[config.mk]
export PLATFORM = sky130hd
export DESIGN_NAME = mux_rr_sched
export DESIGN_NICKNAME = d
export VERILOG_FILES = /design/src/rtl/mux_rr_sched.sv
export SDC_FILE = /design/constraint.sdc
export NUM_CORES = 1
export LEC_CHECK = 0
export CORE_MARGIN = 2
export CORE_UTILIZATION = 40
export DETAILED_ROUTE_END_ITERATION = 8
export GPL_ROUTABILITY_DRIVEN = 0
export MAX_ROUTING_LAYER = met4
export PLACE_DENSITY = 0.68
export REMOVE_ABC_BUFFERS = 1
export SLEW_MARGIN = 5
export SYNTH_ARGS = -nofsm -noshare
export SYNTH_HDL_FRONTEND = slang
export SYNTH_SLANG_ARGS = --single-unit
[constraint.sdc]
create_clock -name clk -period 13.9 [get_ports clk]
set_input_delay 3.475 -clock clk [delete_from_list [all_inputs] [get_ports clk]]
set_output_delay 3.475 -clock clk [all_outputs]
set_load 0.005 [all_outputs]
[src/rtl/mux_rr_sched.sv]
// Round-robin arbiter that drives the select of an external 32:1 2-bit mux,
// captures the returned data and presents it with a valid/ready handshake.
module mux_rr_sched (
  input  logic        clk,
  input  logic        rst_n,
  input  logic        en,
  input  logic [31:0] req,
  input  logic [1:0]  mux_out,
  output logic [4:0]  sel,
  output logic [31:0] req_ack,
  output logic [1:0]  out_data,
  output logic        out_valid,
  input  logic        out_ready,
  input  logic        cfg_we,
  input  logic [4:0]  cfg_idx,
  input  logic        cfg_mask,
  output logic        busy,
  output logic [7:0]  txn_cnt
);

  typedef enum logic [1:0] {IDLE, SAMPLE, HOLD} state_t;

  state_t      state;
  logic [4:0]  ptr;
  logic [31:0] mask;
  logic [31:0] eligible;
  logic        found;
  logic [4:0]  pick_idx;

  assign eligible = req & ~mask;

  // First eligible index at or above ptr, wrapping 31 -> 0.
  always_comb begin
    // NOTE: every always_comb output gets a default first so no latch is inferred.
    found    = 1'b0;
    pick_idx = ptr;
    for (int i = 0; i < 32; i++) begin
      if (!found && eligible[ptr + 5'(i)]) begin
        found    = 1'b1;
        pick_idx = ptr + 5'(i);
      end
    end
  end

  // The mask is a small flop array, so it is cleared on reset like any other state.
  always_ff @(posedge clk or negedge rst_n) begin
    if (!rst_n) begin
      mask <= '0;
    end else if (cfg_we) begin
      mask[cfg_idx] <= cfg_mask;
    end
  end

  always_ff @(posedge clk or negedge rst_n) begin
    // NOTE: sequential state uses non-blocking assignments only, so every flop
    // sees the pre-edge values of its neighbours.
    if (!rst_n) begin
      state     <= IDLE;
      sel       <= '0;
      ptr       <= '0;
      out_data  <= '0;
      out_valid <= 1'b0;
      req_ack   <= '0;
      txn_cnt   <= '0;
      busy      <= 1'b0;
    end else begin
      req_ack <= '0;
      unique case (state)
        IDLE: begin
          if (en && found) begin
            sel   <= pick_idx;
            state <= SAMPLE;
            busy  <= 1'b1;
          end
        end
        SAMPLE: begin
          out_data       <= mux_out;
          out_valid      <= 1'b1;
          req_ack[sel]   <= 1'b1;
          state          <= HOLD;
        end
        HOLD: begin
          if (out_ready) begin
            out_valid <= 1'b0;
            ptr       <= sel + 5'd1;
            txn_cnt   <= txn_cnt + 8'd1;
            state     <= IDLE;
            busy      <= 1'b0;
          end
        end
        default: begin
          state <= IDLE;
          busy  <= 1'b0;
        end
      endcase
    end
  end

endmodule

==> results of run 1 <==
## cells by family (layout without fill, tap and decap cells)
| kind of cell | count (synthesis) | in the layout | synth area share, % |
|---|---|---|---|
| buffers and inverters | 82 | 145 | 3.74 |
| and+or+nand+nor | 489 | 489 | 25.5 |
| muxes | 165 | 165 | 24.5 |
| AOI/OAI and AO/OA | 264 | 264 | 18.1 |
| adders and majority gates | 17 | 17 | 2.11 |
| xor gates and xnor gates | 48 | 48 | 4.17 |
| DFF | 88 | 88 | 21.9 |
## per-stage QoR
| stage | util (%) | std cells | worst slack [ns] |
|---|---|---|---|
| 2_1_floorplan | - | 1087 | 5.87 |
| 3_3_place_gp | 45.2 | 1530 | 4.88 |
| 3_5_place_dp | 45.2 | 1530 | 4.71 |
| 4_1_cts | 46.5 | 1546 | 5.06 |
| 5_1_grt | 46.5 | 1546 | 4.45 |
| 6_report | 46.5 | 1546 | 4.86 |
## worst reg2reg max path, delay by kind of cell, from the launching register on
kind	cells	cell delay, ns
AO/OA/AOI/OAI	5	0.92
buffers and inverters	3	1.42
flip-flops	1	0.34
AND/OR/NAND/NOR	4	2.80
XOR/XNOR	1	0.49
adder cells (fa/ha/maj)	1	0.63
multiplexers	1	0.63
## layout make-up
type | instances | area, sq um | area share [%]
clock buffers | 9 | 225 | 1.94
clock inverters | 7 | 101 | 0.873
inverters | 16 | 60.1 | 0.517
multi-input cells | 983 | 7520 | 64.8
flip-flops and latches | 88 | 2200 | 19.0
well taps | 330 | 413 | 3.56
repair buffers | 113 | 1080 | 9.29
## state kept, by name (all words and copies together) (netlist names)
| signal | flops |
|---|---|
| out_data | 2 |
| mask | 32 |
| busy | 1 |
| sel | 5 |
| txn_cnt | 8 |
| state | 2 |
| out_valid | 1 |
| ptr | 5 |
| req_ack | 32 |
## Yosys cell counts (all sizes together) (7+ instances only)
cell	count	area share [%]
nor2	141	5.3
nand2	100	3.7
dfrtp	88	22
mux4	61	14
mux2i	59	5.9
a21oi	50	2.5
o21ai	46	2.3
mux2	45	5.0
clkbuf	41	1.5
nor3	36	1.9
nor2b	32	2.0
nand3	30	1.5
nand2b	28	1.7
xnor2	28	2.4
buf	25	1.6
a211oi	22	1.6
o22ai	22	1.4
xor2	20	1.7
a22oi	17	1.3
ha	17	2.1
nor3b	17	1.3
nor4	17	1.3
inv	15	0.56
nand3b	15	1.1
or2	15	0.93
a31oi	9	0.56
nor4bb	9	0.89
a22o	8	0.70
or3	8	0.55
a2111oi	7	0.61
a21o	7	0.52
o211ai	7	0.52
or4	7	0.56
## cells in the final DEF, fill, tap and decap left out, types with 8 or more instances in the layout
cell type	count
nand2_1	100
a22o_1	8
xnor2_1	26
a31oi_1	9
a22oi_1	17
nand2b_1	28
mux2_2	45
clkbuf_16	9
nor3_1	33
o22ai_1	22
nor4bb_1	9
mux2i_1	59
nand3_1	30
a21oi_1	50
xor2_1	19
clkdlybuf4s50_1	92
dfrtp_1	86
buf_4	21
mux4_2	61
ha_1	17
a211oi_1	22
nor2b_1	32
inv_1	14
o21ai_0	44
nand3b_1	15
nor2_1	141
nor3b_1	16
nor4_1	15
or2_2	11
## metal layers
| metal | vias to the layer above | part of all wire [%] | GRT usage (%) |
|---|---|---|---|
| met5 | - | 0 | - |
| met4 | 0 | 5.5 | 12.9 |
| li1 | 4523 | - | - |
| met1 | 4809 | 40 | 36.1 |
| met2 | 678 | 44 | 40.7 |
| met3 | 146 | 10 | 5.63 |
## worst max-delay path by stage
stage / endpoint / cells after the start / slack (ns)
after CTS: sel[2] / 13 / 5.06
final: sel[2] / 13 / 4.86
after floorplan: sel[2] / 13 / 5.87
after global routing: sel[2] / 13 / 4.45
after global placement: sel[2] / 13 / 4.88
after detailed placement: sel[2] / 13 / 4.71
==> summary.md, run 1 <==
| Metric | Value |
|---|---|
| Drt drc | 0 |
| Final instance area | 11600 sq um |
| Clk_lat worst skew | 0.35 ns |
| Die width | 163 um |
| Area added between synthesis and finish | 15.2% |
| Placed Area | 11300 sq um |
| Final hold violation count | 0 |
| Max Transition Viols Final | 0 |
| Startpoint Class | input port |
| Worst Hold End | txn_cnt[7] |
| Clk slew on worst S/H paths | 0.07 ns |
| Crit path max fanout | 27 |
| Port Buffers | 93 |
| WS Path Type | input port to register |
| Iter 0 DRT Violations | 1461 |
| Congestion Overflow GR | 0 |
| CTS Buf Count | 9 |
| HP Class | register to register |
| Ant. Diodes | 0 |
| Crit path required time | 14.13 ns |
| Total Wirelength | 35400 um |
| Via count | 10200 |
| Fin Clk Skew | 0.0107 ns |
| Worst slew margin | 25.1% |
| CP Data Arrival Time | 9.27 ns |
| Drt first pass iters | 7 |
| Vias in the first global route | 9515 |
| Yosys Warn Count | 0 |
| Post_cts resized | 0 |
| Core area | 25000 sq um |
| Bufs and invs on worst path | 1 |
| Minimum clock period | 9.04 ns |
| Initial antenna violation count | 0 |
| Post-CTS Hold Buffers | 0 |
| GRT Util Overall | 27.5% |
| CP cell instances | clkdlybuf4s50_1, nor4bb_1, nor4_1, mux2i_1, mux4_2, nor3_1, nand4_1, or4_1, nor3b_1, a221o_1, a211oi_1, a22oi_1, a41oi_2 |
| Die Span Y | 163 um |
| CP delay by family, top | simple AND/OR/NAND/NOR gates |
| Final setup fails | 0 |
| Setup repair bufs after CTS | 0 |
| Mapped cell area | 10100 sq um |
| Post-synth EDFFs | 0 |
| Sequential fraction of the synthesis area | 21.9% |
| Wirelength per Cell | 22.9 um |
| Share of layout cells above drive strength 1 | 14.7% |
| R2R Setup Slk | 6.55 ns |
| Distinct cells, synth | 83 |
| Remaining antenna violation count | 0 |
| Die area | 26500 sq um |
| Crit-path max cell delay | 1.12 ns |
| Hold depth | 1 |
| Async set-reset flop share out of synthesis | 100% |
| Synth Instances | 1153 |
| CTS tree | built |
| Total Neg Setup Slack | 0 ns |
| Unrepaired setup endpoints after global routing | false |
| FP Rows | 58 |
| HPWL after DPL | 27000 um |
| Post-layout net count | 1273 |
| H-tree Lvls | 3 |
| Vias per cell | 6.57 |
| Clk root buf | clkbuf_16 |
| Critical Path Sink Type | register |
| Fmax | 0.111 GHz |
| R2r endpoint | sel[2] |
| Syn_area_per_cell | 8.74 sq um |
| Top_reg_cell synth | dfrtp_1 |
| Initial Utilization | 40.4% |
| Worst-Margin Slew | 1.11 ns |
| Largest net degree at the start of global routing | 81 |
| Final period utilization | 65.0% |
| Worst r2r src | ptr[1] |
| First-pass GRT wire length | 55100 um |
| Max clock buf depth | 2 |
| Number of synthesized register bits | 88 |
| HP Start | txn_cnt[7] |
| Critical path startpoint | req[15] |
| Hold slack | 0.491 ns |
| Status | finished clean |
| CTS Sinks | 88 |
| Worst path slowest cell | or4_1 |
| MaxCap Viol Count | 0 |
| Fill cells | 2448 |
| R2r worst-path depth | 15 |
| Ports | 94 |
Power of run 1 is left out: the tool's default activity adds up to more than one toggle a clock period on the data nets, which glitch-free logic cannot reach.
==> run 2, diff against run 1 <==
- PLACE_DENSITY: 0.68 -> 0.7
- clock period: 13.9 -> 7.7 ns (I/O delays scaled with it)
==> run 2 against run 1 <==
- utilization increased by 0.39 points
- via count increased by 0.39%
- clock-buffer cell count unchanged
- first-iteration DRC count increased by 8.4%
- routed wire length decreased by 0.99%
- clock skew decreased by 0.0049 ns
- non-clock buffer count increased by 15
- sequential share of layout area decreased by 0.16 points
- register-to-register slack got worse by 5.6 ns
- critical path type is now register to register
==> summary.md, run 2 (synthesis results as in run 1) <==
| Metric | Value |
|---|---|
| Status | finished clean |
| Ports | 94 (unchanged) |
| First-pass GRT wire length | 53500 um (-2.9%) |
| Area added between synthesis and finish | 16.2% |
| Drt drc | 0 (unchanged) |
| Most frequent cells in the layout | nor2_1 (141), nand2_1 (100), clkdlybuf4s50_1 (92) |
| Post_cts resized | 0 (unchanged) |
| Clk root buf | clkbuf_16 |
| Top sig layer | met4 |
| Fin Clk Skew | 0.00579 ns (-0.00495 ns) |
| Share of layout cells above drive strength 1 | 15.6% (+0.89 points) |
| Final setup fails | 0 (unchanged) |
| CP Data Arrival Time | 6.99 ns (-2.28 ns) |
| H-tree Lvls | 3 (unchanged) |
| GRT Util Overall | 26.8% (-0.68 points) |
| Wirelength per Cell | 22.4 um (-1.9%) |
| Congestion Overflow GR | 0 (unchanged) |
| Post-CTS Hold Buffers | 0 (unchanged) |
| Fmax | 0.148 GHz |
| Final hold violation count | 0 (unchanged) |
| Initial Utilization | 40.4% (unchanged) |
| Worst-Margin Slew | 1.12 ns (+0.00757 ns) |
| WS Path Type | register to register |
| Clk_lat worst skew | 0.35 ns (about the same) |
| Critical path startpoint | ptr[0] |
| FP Rows | 58 (unchanged) |
| Die area | 26500 sq um (unchanged) |
| Final period utilization | 87.7% |
| Via count | 10200 (+0.39%) |
| Unrepaired setup endpoints after global routing | false |
| HP Start | txn_cnt[7] |
| Remaining antenna violation count | 0 (unchanged) |
| Crit path max fanout | 22 (-19%) |
| Largest registers | mask (32), req_ack (32), txn_cnt (8) |
| Total Wirelength | 35000 um (-0.99%) |
| MaxCap Viol Count | 0 (unchanged) |
| Startpoint Class | register |
| Initial antenna violation count | 1 (+1) |
| Clk slew on worst S/H paths | 0.07 ns (about the same) |
| Final instance area | 11700 sq um (+0.84%) |
| Metal1 wirelength | 14000 um (-1.0%) |
| Drt first pass iters | 9 (+2) |
| Iter 0 DRT Violations | 1583 (+8.4%) |
| Minimum clock period | 6.76 ns |
| CTS Sinks | 88 (unchanged) |
| Met2 wire length | 15100 um (-3.0%) |
| Die Span Y | 163 um (unchanged) |
| Port Buffers | 93 (unchanged) |
| Post-layout net count | 1288 (+1.2%) |
| Crit path required time | 7.93 ns (-6.20 ns) |
| CTS Buf Count | 9 (unchanged) |
| HP Class | register to register |
| Worst slew margin | 24.7% (-0.36 points) |
| Placed Area | 11400 sq um (+0.93%) |
| Vias per cell | 6.53 (-0.57%) |
| Critical Path Sink Type | register |
| HPWL after DPL | 26600 um (-1.6%) |
| Commonest non-fill, non-tap cell in the layout | nor2_1 |
| Largest net degree at the start of global routing | 81 (unchanged) |
| Core area | 25000 sq um (unchanged) |
| Max Transition Viols Final | 0 (unchanged) |
| Vias in the first global route | 9544 (+0.30%) |
| Hold slack | 0.480 ns (-0.0110 ns) |
| Met3 WL | 4040 um (+8.9%) |
| Setup repair bufs after CTS | 0 (unchanged) |
| CTS tree | built |
| Die width | 163 um (unchanged) |
| Worst r2r src | ptr[0] |
| Max clock buf depth | 2 (unchanged) |
run 2: changes by cell type in the layout (fill, tap and decap cells not counted), sizes merged:
| cell | previous run | this run |
|---|---|---|
| buf | 21 | 36 |
| clkinv | 2 | 3 |
| inv | 18 | 17 |
| clkinvlp | 1 | 0 |
| diode | 0 | 1 |
run 2: path summary, 6_finish.rpt:
| kind | slack, ns | cells past startpoint | endpoint |
|---|---|---|---|
| max | 0.94 | 14 | sel[3] |
| min | 0.48 | 1 | txn_cnt[7] |
| max reg2reg | 0.94 | 14 | sel[3] |
| min reg2reg | 0.48 | 1 | txn_cnt[7] |
| max in group asynchronous | 5.07 | 2 | ptr[1] |
| min in group asynchronous | 1.45 | 1 | out_data[1] |
run 2: worst max-delay path, stage by stage (launching register included):
cell,delay (ns)
dfrtp_2,0.41
inv_2,0.46
ha_1,0.74
xor2_2,0.87
mux4_2,0.73
a22oi_1,0.61
and3_1,0.46
nand4_1,0.32
or4_1,0.86
buf_4,0.31
or4_1,0.50
o31ai_1,0.09
nor4bb_1,0.09
o22ai_1,0.11
nor2_1,0.06
run 2: layout make-up:
type	instances	area, sq um
antenna	1	2.50
inverter	16	60.1
clock buffer	9	225
clock inverter	6	91.3
tap	330	413
fill	2391	13300
sequential	88	2200
timing repair buffer	128	1190
multi-input combinational	983	7520
run 2: stage by stage:
| step | instances | setup WS [ns] | util (%) | setup TNS [ns] |
|---|---|---|---|---|
| finish | 1561 | 0.944 | 46.9 | 0 |
| floorplan | 1087 | -0.327 | - | -1.17 |
| global placement | 1545 | 0.825 | 45.6 | 0 |
| detailed placement | 1545 | 0.773 | 45.6 | 0 |
| CTS | 1560 | 1.14 | 46.9 | 0 |
| global route | 1561 | 0.704 | 46.9 | 0 |
run 2: metal layers:
layer	vias up	global-route usage, %
met5	-	-
met4	0	13.8
met3	156	7.05
met2	660	38.8
met1	4825	34.5
li1	4555	-
Power of run 2 is left out for the same reason.
